File: config.mk
export PLATFORM = sky130hd
export DESIGN_NAME = pipeline_stall_ctrl
export DESIGN_NICKNAME = d
export VERILOG_FILES = /design/src/rtl/pipeline_stall_ctrl.sv
export SDC_FILE = /design/constraint.sdc
export NUM_CORES = 1
export LEC_CHECK = 0
export BUFFER_PORTS_ARGS = -buffer_cell sky130_fd_sc_hd__buf_2
export CAP_MARGIN = 30
export CORE_MARGIN = 2
export CORE_UTILIZATION = 30
export DETAILED_ROUTE_END_ITERATION = 6
export PLACE_DENSITY_LB_ADDON = 0.3
export SYNTH_ARGS = -nofsm -noshare
export SYNTH_HDL_FRONTEND = slang
export SYNTH_SLANG_ARGS = --single-unit
File: constraint.sdc
create_clock -name clk -period 3.7 [get_ports clk]
set_input_delay 0.74 -clock clk [delete_from_list [all_inputs] [get_ports clk]]
set_output_delay 0.74 -clock clk [all_outputs]
set_load 0.05 [all_outputs]
File: src/rtl/pipeline_stall_ctrl.sv
// Freeze/flush sequencer for the 5-stage pipeline: memory-latency stall, branch flush, RAW hazard bubble.
// Optional macro FORWARD_EN: a forwarding unit exists, so only load-use hazards stall.
module pipeline_stall_ctrl #(
    parameter int MEM_LATENCY = 4,
    parameter int REG_ADDR_W  = 4
) (
    input  logic                  clk,
    input  logic                  rst,
    input  logic [REG_ADDR_W-1:0] id_src1,
    input  logic [REG_ADDR_W-1:0] id_src2,
    input  logic                  id_two_src,
    input  logic                  id_uses_src1,
    input  logic                  exe_wb_en,
    input  logic [REG_ADDR_W-1:0] exe_dest,
    input  logic                  exe_mem_r_en,
    input  logic                  mem_wb_en,
    input  logic [REG_ADDR_W-1:0] mem_dest,
    input  logic                  mem_req,
    input  logic                  branch_taken,
    output logic                  pc_freeze,
    output logic                  if_id_freeze,
    output logic                  if_id_flush,
    output logic                  id_exe_freeze,
    output logic                  id_exe_flush,
    output logic                  exe_mem_freeze,
    output logic                  mem_busy
);
    localparam int              CW       = $clog2(MEM_LATENCY + 1);
    localparam bit              MULTI    = (MEM_LATENCY > 1);
    localparam logic [CW-1:0]   LOAD_CNT = (MEM_LATENCY >= 2) ? CW'(MEM_LATENCY - 2) : '0;

    typedef enum logic [1:0] {IDLE, BUSY, DONE} state_t;

    state_t          state_q, state_d;
    logic [CW-1:0]   cnt_q, cnt_d;
    logic            mem_stall;
    logic            hazard;

    always_ff @(posedge clk) begin
        if (!rst) begin
            state_q <= IDLE;
            cnt_q   <= '0;
        end else begin
            state_q <= state_d;
            cnt_q   <= cnt_d;
        end
    end

    // DONE is the release cycle: mem_req still shows the finished access, so it is ignored.
    always_comb begin
        state_d   = state_q;
        cnt_d     = cnt_q;
        mem_stall = 1'b0;
        case (state_q)
            IDLE: begin
                if (mem_req && MULTI) begin
                    mem_stall = 1'b1;
                    cnt_d     = LOAD_CNT;
                    state_d   = (LOAD_CNT == '0) ? DONE : BUSY;
                end
            end
            BUSY: begin
                mem_stall = 1'b1;
                cnt_d     = cnt_q - 1'b1;
                if (cnt_q <= CW'(1)) state_d = DONE;
            end
            DONE:    state_d = IDLE;
            default: state_d = IDLE;
        endcase
    end

`ifdef FORWARD_EN
    logic unused_mem_wb;
    assign unused_mem_wb = ^{mem_wb_en, mem_dest};

    assign hazard = exe_mem_r_en & exe_wb_en &
                    ((id_uses_src1 & (id_src1 == exe_dest)) |
                     (id_two_src   & (id_src2 == exe_dest)));
`else
    logic unused_ld;
    assign unused_ld = exe_mem_r_en;

    assign hazard = (id_uses_src1 & exe_wb_en & (id_src1 == exe_dest)) |
                    (id_uses_src1 & mem_wb_en & (id_src1 == mem_dest)) |
                    (id_two_src   & exe_wb_en & (id_src2 == exe_dest)) |
                    (id_two_src   & mem_wb_en & (id_src2 == mem_dest));
`endif

    // A frozen pipeline keeps branch/hazard inputs alive, so they are simply re-seen after release.
    always_comb begin
        pc_freeze      = 1'b0;
        if_id_freeze   = 1'b0;
        if_id_flush    = 1'b0;
        id_exe_freeze  = 1'b0;
        id_exe_flush   = 1'b0;
        exe_mem_freeze = 1'b0;
        mem_busy       = 1'b0;
        if (rst) begin
            if (mem_stall) begin
                pc_freeze      = 1'b1;
                if_id_freeze   = 1'b1;
                id_exe_freeze  = 1'b1;
                exe_mem_freeze = 1'b1;
                mem_busy       = 1'b1;
            end else if (branch_taken) begin
                if_id_flush    = 1'b1;
                id_exe_flush   = 1'b1;
            end else if (hazard) begin
                pc_freeze      = 1'b1;
                if_id_freeze   = 1'b1;
                id_exe_flush   = 1'b1;
            end
        end
    end
endmodule

==> metrics.txt <==
CTS Sinks=5; Initial Util=0.313; largest net degree at the start of global routing=6; Overflow after GRT=0; global-route wire length before repair=1610 µm; Pre-antenna DRT Iters=4; die height=43.4 µm; Final Cell Area=641 µm²; CTS clock-pin slew for the worst setup and hold paths=0.04 ns; Power Density=349 nW/µm²; routability cong.=0.784; post-synthesis cell type count=20; number of warning messages in the yosys log=0; CTS resizes=0; post-synth top area share=0.225; later-pin clock latency in the skew report=0.24 ns; critical path fanouts, max=2; n_diodes=0; share of layout cells above drive strength 1=0.393; Final Hold Fails=0; root buf cell=clkbuf_4; CTS tree=yes; Worst Setup Start Kind=primary input; core area=1490 µm²; period utilization=0.742; crit path DAT=2.00 ns; Max stage delay cell, worst path=nor4_1; cells after synthesis=58; vias=494; CP bufs+invs=2; vias in the first global route=441; synth top area cells=xor2_1, dfxtp_1, xnor2_1; status=completed; Tightest Pin Transition=0.395 ns; wire length per cell=9.35 µm; Required @ worst endpoint=2.96 ns; nets@finish=117; hold-fix buffer count after cts=0; Worst Skew=0.0000915 ns; critical path type=primary input to output pin; Final setup viols=0; Hold Crit Class=flip-flop to flip-flop; area of the mapped netlist=467 µm²; all-layer global routing usage=0.119; Sw Pwr=0.0861 mW; min cycle time layout=2.74 ns; Max clock buf depth=2; Mapped Nets=85; Die X-Extent=43.4 µm; delay-heaviest family, CP=buffers and inverters; Boundary Pins=32; Initial DRC Count=6; logic gate share of total power=0.425; DRC viols=0; Rel. slew slack=0.734; total CTS buffers=3; FMAX=364 MHz; worst stage delay on the critical path=0.31 ns; Area Growth Syn to Fin=37.3%; leading area contributor after synthesis=xor2_1; Routed Antenna Nets=0; Int Pwr=0.137 mW; CP endpoint kind=output pin; HPWL after DPL=844 µm; Sum Neg Setup Slack=0 ns; final WL=982 µm; post-synthesis sequential area ratio=0.214; FP Rows=14; Port Buf Inserts=30; RSZ-0062 raised after global routing=no; H-Tree Depth=1; Die ar.=1890 µm²; placed cell areas=614 µm²; post-DR vias/cell=4.70; postcts setup bufs=0; CP Cell Sequence=buf_2 > xor2_1 > nor4_1 > nor4_1 > o31ai_1 > buf_2; final slew viol count=0; leakage power=0.333 nW; clock share of power=0.288; Sw Ratio=0.385; peak supply drop=0.000115 V; register share of total power=0.286; Mean Syn Cell Area=8.05 µm²; max_cap viols=0; register bit total from synthesis=5; initial antenna violation count=0; fin util=0.430
[area by class of cell]
type	count	area, µm²
Tap cell	16	20.0
Sequential cell	5	100
Inverter	5	18.8
Timing Repair Buffer	30	150
Fill cell	150	848
Multi-Input combinational cell	45	325
Clock buffer	4	26.3
[power by group through the flow]
| stage | sequential (mW) | clock, mW | combinational [mW] |
|---|---|---|---|
| 2_1_floorplan | 0.0640 | 0 | 0.0703 |
| 3_3_place_gp | 0.0649 | 0 | 0.0951 |
| 3_5_place_dp | 0.0649 | 0 | 0.0957 |
| 4_1_cts | 0.0640 | 0.0686 | 0.0959 |
| 5_1_grt | 0.0645 | 0.0745 | 0.104 |
| 6_report | 0.0641 | 0.0645 | 0.0950 |
[synthesized netlist by cell type]
library cell / n
a21oi_1: 3
a221oi_1: 1
a22oi_1: 1
and3_1: 1
buf_4: 3
dfxtp_1: 5
ha_1: 2
inv_1: 5
mux2_2: 1
mux2i_1: 1
nand2_1: 1
nand3_1: 4
nor2_1: 5
nor2b_1: 1
nor4_1: 5
o21bai_1: 1
o31ai_1: 1
or2_2: 1
xnor2_1: 4
xor2_1: 12
[sequential cells by signal, indices dropped and copies added, names as in the netlist]
signal   cells
state_q      2
cnt_q        3
[worst register-to-register path: stages (launching register included)]
cell	delay, ns
dfxtp_1	0.30
inv_1	0.10
ha_1	0.17
mux2_2	0.33
a22oi_1	0.14
nor2_1	0.05
[layout by cell type (no fill, tap or decap)]
cell type | Yosys | routed
buf_2 | 0 | 30
clkbuf_4 | 0 | 3
nor4_1 | 5 | 5
nand2_1 | 1 | 1
xor2_1 | 12 | 12
nand3_1 | 4 | 4
a21oi_1 | 3 | 3
ha_1 | 2 | 2
dfxtp_1 | 5 | 5
a22oi_1 | 1 | 1
clkbuf_1 | 0 | 1
a221oi_1 | 1 | 1
o31ai_1 | 1 | 1
inv_1 | 5 | 5
mux2i_1 | 1 | 1
nor2b_1 | 1 | 1
mux2_2 | 1 | 1
and3_1 | 1 | 1
o21bai_1 | 1 | 1
nor2_1 | 5 | 5
or2_2 | 1 | 1
xnor2_1 | 4 | 4
[stage by stage]
step	instances	power, mW	hold WS [ns]	setup slack [ns]
2_1_floorplan	58	0.134	0.441	0.0978
3_3_place_gp	101	0.160	0.473	1.00
3_5_place_dp	101	0.161	0.468	0.955
4_1_cts	105	0.228	0.480	0.946
5_1_grt	105	0.243	0.527	0.814
6_report	105	0.224	0.479	0.955
[logic make-up (layout without fill, tap and decap cells)]
| kind of cell | count (synthesis) | after routing | share of synthesized area |
|---|---|---|---|
| adder cells (fa/ha/maj) | 2 | 2 | 0.0536 |
| flip-flops | 5 | 5 | 0.214 |
| buffers and inverters | 8 | 39 | 0.0885 |
| XOR/XNOR | 16 | 16 | 0.300 |
| multiplexers | 2 | 2 | 0.0456 |
| AO/OA/AOI/OAI | 7 | 7 | 0.0992 |
| AND/OR/NAND/NOR | 18 | 18 | 0.198 |
[layer usage]
metal	track usage	share of wire	routed length, µm	vias to the layer above
met1	0.118	0.41	402	210
met2	0.197	0.47	460	24
met3	0.0500	0.098	96	2
met4	0.0909	0.023	23	0
li1	-	-	-	258
met5	0	0	0	-
[path summary, 6_finish.rpt]
kind,start,end,slack [ns],cells past startpoint
setup / recovery,exe_dest[1],pc_freeze,0.96,6
hold / removal,state_q[0]$_SDFFE_PN0P_,state_q[0]$_SDFFE_PN0P_,0.48,1
setup reg to reg,cnt_q[0]$_SDFFE_PN0P_,cnt_q[2]$_SDFFE_PN0P_,2.50,5
hold reg to reg,state_q[0]$_SDFFE_PN0P_,state_q[0]$_SDFFE_PN0P_,0.48,1
Note: power is estimated with default switching activity, not from simulation.
